File: src/rtl/nukv_predicate_packer_pkg.sv
// Shared constants, state encoding and slot layout helper for the predicate packer.
package nukv_predicate_packer_pkg;

  localparam int unsigned PRED_W = 48;
  localparam int unsigned LEN_W  = 16;
  localparam logic [PRED_W-1:0] NOP_PRED = 48'h0;

  typedef enum logic [1:0] {
    ST_IDLE    = 2'd0,
    ST_COLLECT = 2'd1,
    ST_DRAIN   = 2'd2,
    ST_EMIT    = 2'd3
  } state_t;

  // Bit offset of predicate slot k inside the packed word.
  function automatic int unsigned slot_offset(input int unsigned meta_w, input int unsigned k);
    return meta_w + LEN_W + k * PRED_W;
  endfunction

endpackage

File: src/rtl/nukv_predicate_packer_if.sv
// Header, entry and packed-word handshakes between decoder, packer and predicate pipeline.
interface nukv_predicate_packer_if #(
  parameter int unsigned META_WIDTH   = 96,
  parameter int unsigned MEMORY_WIDTH = 512
) ();
  logic                               req_valid;
  logic                               req_ready;
  logic [META_WIDTH-1:0]              req_meta;
  logic [15:0]                        req_length;
  logic [3:0]                         req_npreds;
  logic                               req_scan;

  logic                               ent_valid;
  logic                               ent_ready;
  logic [47:0]                        ent_data;
  logic                               ent_last;

  logic [META_WIDTH+MEMORY_WIDTH-1:0] pred_data;
  logic                               pred_valid;
  logic                               pred_scan;
  logic                               pred_ready;

  modport master (
    output req_valid, req_meta, req_length, req_npreds, req_scan,
    output ent_valid, ent_data, ent_last,
    output pred_ready,
    input  req_ready, ent_ready, pred_data, pred_valid, pred_scan
  );

  modport slave (
    input  req_valid, req_meta, req_length, req_npreds, req_scan,
    input  ent_valid, ent_data, ent_last,
    input  pred_ready,
    output req_ready, ent_ready, pred_data, pred_valid, pred_scan
  );
endinterface

File: src/rtl/nukv_predicate_slot_reg.sv
// Predicate slot register bank: clear-to-NOP, write-at-index and pad-from-index.
module nukv_predicate_slot_reg
  import nukv_predicate_packer_pkg::*;
#(
  parameter int unsigned MAX_PREDS = 9
) (
  input  logic                          clk,
  input  logic                          rst,
  input  logic                          clear,
  input  logic                          wr_en,
  input  logic [3:0]                    wr_idx,
  input  logic [PRED_W-1:0]             wr_data,
  input  logic                          pad_en,
  input  logic [3:0]                    pad_idx,
  output logic [MAX_PREDS*PRED_W-1:0]   slots
);

  logic [PRED_W-1:0] slot_q [MAX_PREDS];

  always_ff @(posedge clk) begin
    if (!rst) begin
      for (int unsigned k = 0; k < MAX_PREDS; k++) slot_q[k] <= NOP_PRED;
    end else if (clear) begin
      for (int unsigned k = 0; k < MAX_PREDS; k++) slot_q[k] <= NOP_PRED;
    end else begin
      // pad_idx is always above wr_idx, so write and pad never target the same slot
      for (int unsigned k = 0; k < MAX_PREDS; k++) begin
        if (wr_en && wr_idx == 4'(k))
          slot_q[k] <= wr_data;
        else if (pad_en && 4'(k) >= pad_idx)
          slot_q[k] <= NOP_PRED;
      end
    end
  end

  always_comb begin
    slots = '0;
    for (int unsigned k = 0; k < MAX_PREDS; k++) slots[k*PRED_W +: PRED_W] = slot_q[k];
  end

endmodule

File: src/rtl/nukv_predicate_packer.sv
// Packs a request header and its predicate entries into one wide predicate-configuration word.
module nukv_predicate_packer
  import nukv_predicate_packer_pkg::*;
#(
  parameter int unsigned MEMORY_WIDTH = 512,
  parameter int unsigned META_WIDTH   = 96,
  parameter int unsigned MAX_PREDS    = 9
) (
  input  logic                    clk,
  input  logic                    rst,
  nukv_predicate_packer_if.slave  bus,
  output logic                    error_count,
  output logic [31:0]             words_out
);

  localparam int unsigned WORD_W = META_WIDTH + MEMORY_WIDTH;

  state_t                       state;
  logic [META_WIDTH-1:0]        meta_q;
  logic [LEN_W-1:0]             len_q;
  logic [3:0]                   target;
  logic [3:0]                   slot_cnt;
  logic [3:0]                   nxt_cnt;
  logic                         err_flagged;
  logic                         pred_valid_q;
  logic                         pred_scan_q;
  logic [MAX_PREDS*PRED_W-1:0]  slots;
  logic [WORD_W-1:0]            word;

  logic req_fire;
  logic ent_fire;
  logic short_last;

  assign bus.req_ready = (state == ST_IDLE);
  assign bus.ent_ready = (state == ST_COLLECT) || (state == ST_DRAIN);

  assign req_fire   = (state == ST_IDLE) && bus.req_valid;
  assign ent_fire   = (state == ST_COLLECT) && bus.ent_valid;
  assign nxt_cnt    = slot_cnt + 4'd1;
  assign short_last = ent_fire && bus.ent_last && (nxt_cnt < target);

  nukv_predicate_slot_reg #(
    .MAX_PREDS (MAX_PREDS)
  ) u_slots (
    .clk     (clk),
    .rst     (rst),
    .clear   (req_fire),
    .wr_en   (ent_fire),
    .wr_idx  (slot_cnt),
    .wr_data (bus.ent_data),
    .pad_en  (short_last),
    .pad_idx (nxt_cnt),
    .slots   (slots)
  );

  // The word is pure wiring of registers that only change outside EMIT, so it holds under backpressure.
  always_comb begin
    word = '0;
    word[META_WIDTH-1:0]         = meta_q;
    word[META_WIDTH +: LEN_W]    = len_q;
    for (int unsigned k = 0; k < MAX_PREDS; k++)
      word[slot_offset(META_WIDTH, k) +: PRED_W] = slots[k*PRED_W +: PRED_W];
  end

  assign bus.pred_data  = word;
  assign bus.pred_valid = pred_valid_q;
  assign bus.pred_scan  = pred_scan_q;

  always_ff @(posedge clk) begin
    if (!rst) begin
      state        <= ST_IDLE;
      meta_q       <= '0;
      len_q        <= '0;
      target       <= '0;
      slot_cnt     <= '0;
      err_flagged  <= 1'b0;
      pred_valid_q <= 1'b0;
      pred_scan_q  <= 1'b0;
      error_count  <= 1'b0;
      words_out    <= '0;
    end else begin
      error_count <= 1'b0;
      case (state)
        ST_IDLE: begin
          if (bus.req_valid) begin
            meta_q      <= bus.req_meta;
            len_q       <= bus.req_length;
            pred_scan_q <= bus.req_scan;
            slot_cnt    <= '0;
            if (bus.req_npreds > 4'(MAX_PREDS)) begin
              target      <= 4'(MAX_PREDS);
              err_flagged <= 1'b1;
              error_count <= 1'b1;
            end else begin
              target      <= bus.req_npreds;
              err_flagged <= 1'b0;
            end
            if (bus.req_npreds == 4'd0) begin
              state        <= ST_EMIT;
              pred_valid_q <= 1'b1;
            end else begin
              state <= ST_COLLECT;
            end
          end
        end

        ST_COLLECT: begin
          if (bus.ent_valid) begin
            slot_cnt <= nxt_cnt;
            if (nxt_cnt == target) begin
              if (bus.ent_last) begin
                state        <= ST_EMIT;
                pred_valid_q <= 1'b1;
              end else begin
                state <= ST_DRAIN;
              end
            end else if (bus.ent_last) begin
              // Short list; an over-limit header may already have used this request's pulse
              error_count  <= !err_flagged;
              err_flagged  <= 1'b1;
              state        <= ST_EMIT;
              pred_valid_q <= 1'b1;
            end
          end
        end

        ST_DRAIN: begin
          if (bus.ent_valid && bus.ent_last) begin
            error_count  <= !err_flagged;
            err_flagged  <= 1'b1;
            state        <= ST_EMIT;
            pred_valid_q <= 1'b1;
          end
        end

        ST_EMIT: begin
          if (bus.pred_ready) begin
            pred_valid_q <= 1'b0;
            words_out    <= words_out + 32'd1;
            state        <= ST_IDLE;
          end
        end

        default: state <= ST_IDLE;
      endcase
    end
  end

endmodule
File: src/flat_wrapper.sv
// flat-port wrapper written by rule: the top's interface ports become plain ports
module nukv_predicate_packer_flat import nukv_predicate_packer_pkg::*;
#(
  parameter int unsigned MEMORY_WIDTH = 512,
  parameter int unsigned META_WIDTH   = 96,
  parameter int unsigned MAX_PREDS    = 9
)
  (clk, rst, error_count, words_out, bus_req_valid, bus_req_meta, bus_req_length, bus_req_npreds, bus_req_scan, bus_ent_valid, bus_ent_data, bus_ent_last, bus_pred_ready, bus_req_ready, bus_ent_ready, bus_pred_data, bus_pred_valid, bus_pred_scan);
  nukv_predicate_packer_if #(.META_WIDTH(META_WIDTH), .MEMORY_WIDTH(MEMORY_WIDTH)) bus_i ();
  input  logic clk;
  input  logic rst;
  output logic error_count;
  output logic [31:0] words_out;
  input wire logic [$bits(bus_i.req_valid)-1:0] bus_req_valid;
  input wire logic [$bits(bus_i.req_meta)-1:0] bus_req_meta;
  input wire logic [$bits(bus_i.req_length)-1:0] bus_req_length;
  input wire logic [$bits(bus_i.req_npreds)-1:0] bus_req_npreds;
  input wire logic [$bits(bus_i.req_scan)-1:0] bus_req_scan;
  input wire logic [$bits(bus_i.ent_valid)-1:0] bus_ent_valid;
  input wire logic [$bits(bus_i.ent_data)-1:0] bus_ent_data;
  input wire logic [$bits(bus_i.ent_last)-1:0] bus_ent_last;
  input wire logic [$bits(bus_i.pred_ready)-1:0] bus_pred_ready;
  output wire logic [$bits(bus_i.req_ready)-1:0] bus_req_ready;
  output wire logic [$bits(bus_i.ent_ready)-1:0] bus_ent_ready;
  output wire logic [$bits(bus_i.pred_data)-1:0] bus_pred_data;
  output wire logic [$bits(bus_i.pred_valid)-1:0] bus_pred_valid;
  output wire logic [$bits(bus_i.pred_scan)-1:0] bus_pred_scan;
  assign bus_i.req_valid = bus_req_valid;
  assign bus_i.req_meta = bus_req_meta;
  assign bus_i.req_length = bus_req_length;
  assign bus_i.req_npreds = bus_req_npreds;
  assign bus_i.req_scan = bus_req_scan;
  assign bus_i.ent_valid = bus_ent_valid;
  assign bus_i.ent_data = bus_ent_data;
  assign bus_i.ent_last = bus_ent_last;
  assign bus_i.pred_ready = bus_pred_ready;
  assign bus_req_ready = bus_i.req_ready;
  assign bus_ent_ready = bus_i.ent_ready;
  assign bus_pred_data = bus_i.pred_data;
  assign bus_pred_valid = bus_i.pred_valid;
  assign bus_pred_scan = bus_i.pred_scan;
  nukv_predicate_packer #(.MEMORY_WIDTH(MEMORY_WIDTH), .META_WIDTH(META_WIDTH), .MAX_PREDS(MAX_PREDS)) u_core (.clk(clk), .rst(rst), .bus(bus_i), .error_count(error_count), .words_out(words_out));
endmodule
File: config.mk
export PLATFORM = sky130hd
export DESIGN_NAME = nukv_predicate_packer_flat
export DESIGN_NICKNAME = d
export VERILOG_FILES = /design/src/rtl/nukv_predicate_packer_pkg.sv /design/src/rtl/nukv_predicate_packer_if.sv /design/src/rtl/nukv_predicate_slot_reg.sv /design/src/rtl/nukv_predicate_packer.sv /design/src/flat_wrapper.sv
export SDC_FILE = /design/constraint.sdc
export NUM_CORES = 1
export LEC_CHECK = 0
export BUFFER_PORTS_ARGS = -buffer_cell sky130_fd_sc_hd__buf_2
export CAP_MARGIN = 20
export CORE_AREA = 3 3 319 321
export CTS_CLUSTER_DIAMETER = 200
export DETAILED_ROUTE_END_ITERATION = 10
export DIE_AREA = 0 0 322 324
export PLACE_DENSITY_LB_ADDON = 0.25
export SLEW_MARGIN = 15
export SYNTH_ARGS = -nofsm -noshare
export SYNTH_HDL_FRONTEND = slang
export SYNTH_SLANG_ARGS = --single-unit
File: constraint.sdc
create_clock -name clk -period 16.8 [get_ports clk]
set_input_delay 1.68 -clock clk [delete_from_list [all_inputs] [get_ports clk]]
set_output_delay 1.68 -clock clk [all_outputs]
set_load 0.005 [all_outputs]
# Word-level counts from Yosys, hierarchy flattened
# Memory sizes are Yosys's and may differ from the RTL's.
# Cells that the tools add are included.
# op_classes
mux	143
bitwise_logic	27
magnitude_cmp	11
reduce_logical	36
eq_ne	20
n_addsub	2
# ops
op	n
$mux W48	27
$mux W1	101
$add A32 B1 Y32 const B	1
$or A1 B1 Y1	27
$logic_and A1 B1 Y1	23
$eq A4 B3 Y1 const B	4
$ge A3 B4 Y1 const A	4
$mux W2	7
$mux W4	3
$ne A2 B2 Y1 const B	6
$reduce_and A6 Y1	2
$eq A4 B2 Y1 const B	2
$ge A1 B4 Y1 const A	2
$ge A2 B4 Y1 const A	2
$logic_not A4 Y1	2
$pmux W2 S4	1
$pmux W4 S2	1
$pmux W1 S3	2
$reduce_and A5 Y1	1
$add A4 B1 Y4 const B	1
$eq A2 B2 Y1 const B	2
$eq A4 B1 Y1 const B	1
$eq A4 B4 Y1	1
$eq A4 B4 Y1 const B	1
other kinds (14)	15
# totals
memories	1
wordCells	250
mem_bits_rw	432
output_inout_bits	645
regBits	158
# memory_table
name	words	word_bits	read_ports	rd_ports_with_merged_regs	wr	line	rtl
u_core.u_slots.slot_q	9	48	9	0	9	nukv_predicate_slot_reg.sv:18	logic [PRED_W-1:0] slot_q [MAX_PREDS];

# Longest topological paths before layout
# logic_depth
ltp_word	11
ltp_mapped	10
depth_no_buf	8

# Cells and area by module
# Synthesis repeated with hierarchy kept, for this count alone.
# unflattened
cells_unflattened	2017
area_unflattened_um2	22363.9
# by_module_without_submodules
mod	area_each_um2	n_inst	cells_per_inst	seq_area_each_um2
nukv_predicate_slot_reg	15722.6	1	1185	12492.0
nukv_predicate_packer	6641.4	1	832	3163.0

# Worst setup path after synthesis
# No wires, ideal clock.
# synth_timing
path_kind	in2reg
startpoint	in bus_ent_valid
endpoint	mem u_core.u_slots.slot_q[6][0] (enable)
cell_stages	6
path_slack_ns	10.316
required_ns	16.280
setup_time_ns	0.520
t_arrival_ns	5.964
path_buffers	2
path_cell_list	clkbuf_1 -> and3b_1 -> clkbuf_1 -> a22o_1 -> a22o_1 -> o21ai_0
# synth_lines
element	line	rtl
start, declared	flat_wrapper.sv:19	input wire logic [$bits(bus_i.ent_valid)-1:0] bus_ent_valid;
end, declared	nukv_predicate_slot_reg.sv:18	

==> impl_results.md <==
- Status: completed
- Fmax: roughly 190 MHz
- Mapped Area: between 20,000 and 25,000 um^2
- Sequential Area: roughly 16,000 um^2
- Flop-to-flop setup slack: 11.82 ns
- Site Rows: ~120
- CTS tree: done
- Final period utilization: 0.311
- Post-synth ARST share: 0
- Count of final hold-check violations: 0
- DR vias/cell: 4.43
- Die X: around 320 um
- CTS Buffer Depth: 3
- Post-synth EDFFs: 384
- Setup tns final: 0 ns
- Post-Syn Instances: between 1,500 and 2,000
- Footprint of the multi-input gates: 6900 um^2
- Critical Path RT: between 15 and 20 ns
- Slew Viols, Final: 0
- Hold-fix buffers at CTS: 0
- #FFs+latches synth: 590
- Congestion Overflow GR: 0
- Initial Utilization: 0.235
- XOR/XNOR Fraction of Synth Area: 0.0119
- Pwr/cell area: 137 nW/um^2
- Post-synth top cells: edfxtp_1, nand2_1, and3_1, a21boi_0, dfxtp_1
- Prevailing post-synth register cell: edfxtp_1
- Largest family of logic cells by synthesized area: simple AND/OR/NAND/NOR gates
- I/O pins: about 820
- Clk root buf: clkbuf_16
- Synth cell types: 55
- Startpoint types: input port
- Ys Warns: 0
- DRC violations left: 0
- RSZ-0062 raised after global routing: no
- Crit path DAT: 5.73 ns
- Dominant cells by area after synthesis: edfxtp_1, dfxtp_1, a21boi_0, and3_1, nand2_1
- Pre-antenna DRT Iters: 5
- DR iter-0 viols: roughly 1,300
- Worst Setup Path Type: in -> reg
- Filler cells: 10,300
- DP HPWL: 57,900 um
- Most common cell in the synthesized netlist: edfxtp_1
- Placer congestion estimate: 0.766
- Multiplexer share of the synthesized area: 0.00171
- Post-CTS sizing: 0
- Die span in y: approximately 320 um
- Worst-margin pin slew: ~1 ns
- Crit. End Element: register
- Total Wirelength: approximately 88,000 um
- Port bufs: between 700 and 800
- Crit path max fanout: 106
- Adder-Cell Fraction of Synth Area: 0.00696
- Final ANT Viol Nets: 0
- Vias in the first global route: ~17,000
- Max Cap Violations: 0
- Leak pwr: about 14 nW
- Complex-gate fraction of the synthesized area: 0.118
- VDD IR max: between 0.00008 and 0.00009 V
- Clk sink count: a little under 600
- Worst-Skew Late Latency: around 0.63 ns
- Leading area contributor after synthesis: edfxtp_1
- Post-synth top area share: 0.493
- First-pass GRT wire length: between 100,000 and 150,000 um
- H-tree depth: 3
- Wire per inst: about 22 um
- Die Area: 104,000 um^2
- Setup bufs post-CTS: 0
- Initial antenna violation count: 11
- Synth Area in Simple Gates: 0.142
- Seq/Total Area, Yosys: 0.670
- Final setup viols: 0
- Hold Crit Class: reg -> reg
- Slew headroom: 0.333
- Share of layout cells above drive strength 1: 0.342
- Layout Skew: between 0.02 and 0.03 ns
- Overall Global Routing Usage: 0.160
- Overall Power: around 4.2 mW
- Area growth from synthesis to layout: 30.5%
- CTS buffer count: 71
- Via count: around 17,000
- Total core area: 99,600 um^2
- Nets: 2,750
- Largest net degree at the start of global routing: around 110
- Post-Syn Area per Cell: between 10 and 15 um^2
- Clk slew on worst S/H paths: around 0.050 ns
- Final min period: 5.23 ns
layer usage:
metal  vias up  wire length [um]  track usage
li1       8012                 -            -
met1      8453             36800        0.203
met2       766             40800        0.258
met3       141              7110       0.0472
met4         0              2880       0.0581
met5         -                 0            0
worst paths after layout:
path                                                    from                                          to  depth (start not counted)
worst max-delay path                                     rst  u_core.u_slots.slot_q[1][36]$_SDFFCE_PP0P_                          7
worst min-delay path            u_core.len_q[6]$_SDFFE_PN0P_                u_core.len_q[6]$_SDFFE_PN0P_                          2
worst max register to register  u_core.state[0]$_SDFFE_PN0P_  u_core.u_slots.slot_q[1][36]$_SDFFCE_PP0P_                          9
worst min register to register  u_core.len_q[6]$_SDFFE_PN0P_                u_core.len_q[6]$_SDFFE_PN0P_                          2
layout make-up:
cell class	count	area share
multi-input cells	1114	0.226
clock buffers	106	0.0662
repair buffers	774	0.130
flip-flops and latches	590	0.513
diodes	4	0.000328
inverters	15	0.00184
well taps	1298	0.0532
clock inverters	23	0.00947
power breakdown:
part           internal (mW)  switching (mW)  total (mW)
clock network          0.889           0.642        1.53
logic                  0.255           0.474       0.729
registers               1.83          0.0910        1.92
total                   2.98            1.21        4.18
logic make-up after synthesis:
group	after synthesis
mux	4
buf+inv	228
flops	590
simple gates	639
fa+ha+maj	13
other cells	1
compound gates	363
xor+xnor	31
cells in the final DEF, fill, tap and decap left out, types with 50 or more instances in the layout:
cell type  Yosys  layout
a22o_1        50      50
nand2_1      264     260
conb_1         1      64
a21boi_1      50      50
edfxtp_1     384     384
clkbuf_16      0      73
buf_2         31     750
and3_1       246     246
a21boi_0     216     216
dfxtp_1      206     206
sequential cells by signal, indices dropped and copies added, names as in the netlist:
signal	cells
u_core.bus.pred_scan	1
u_core.bus.pred_valid	1
u_core.err_flagged	1
u_core.error_count	1
u_core.len_q	16
u_core.meta_q	96
u_core.slot_cnt	4
u_core.state	2
u_core.target	4
u_core.u_slots.slot_q	432
u_core.words_out	32
worst max-delay path, stage by stage:
cell	delay, ns
buf_4	0.52
nand2_1	0.40
a2111oi_2	0.66
a21o_4	0.80
buf_4	0.63
buf_4	0.59
and3_1	0.25
stage by stage:
step                utilization  worst slack (ns)  area (um^2)  std cells  hold slack (ns)
floorplan                     -             10.32        23600       1932            0.439
global placement          0.283             11.01        28100       3788            0.446
detailed placement        0.283             10.99        28200       3789            0.456
CTS                       0.306             11.68        30500       3918            0.463
global route              0.307             11.25        30500       3921            0.476
finish                    0.307             11.57        30500       3924            0.460
No activity file was read; power rests on OpenSTA's default activity.
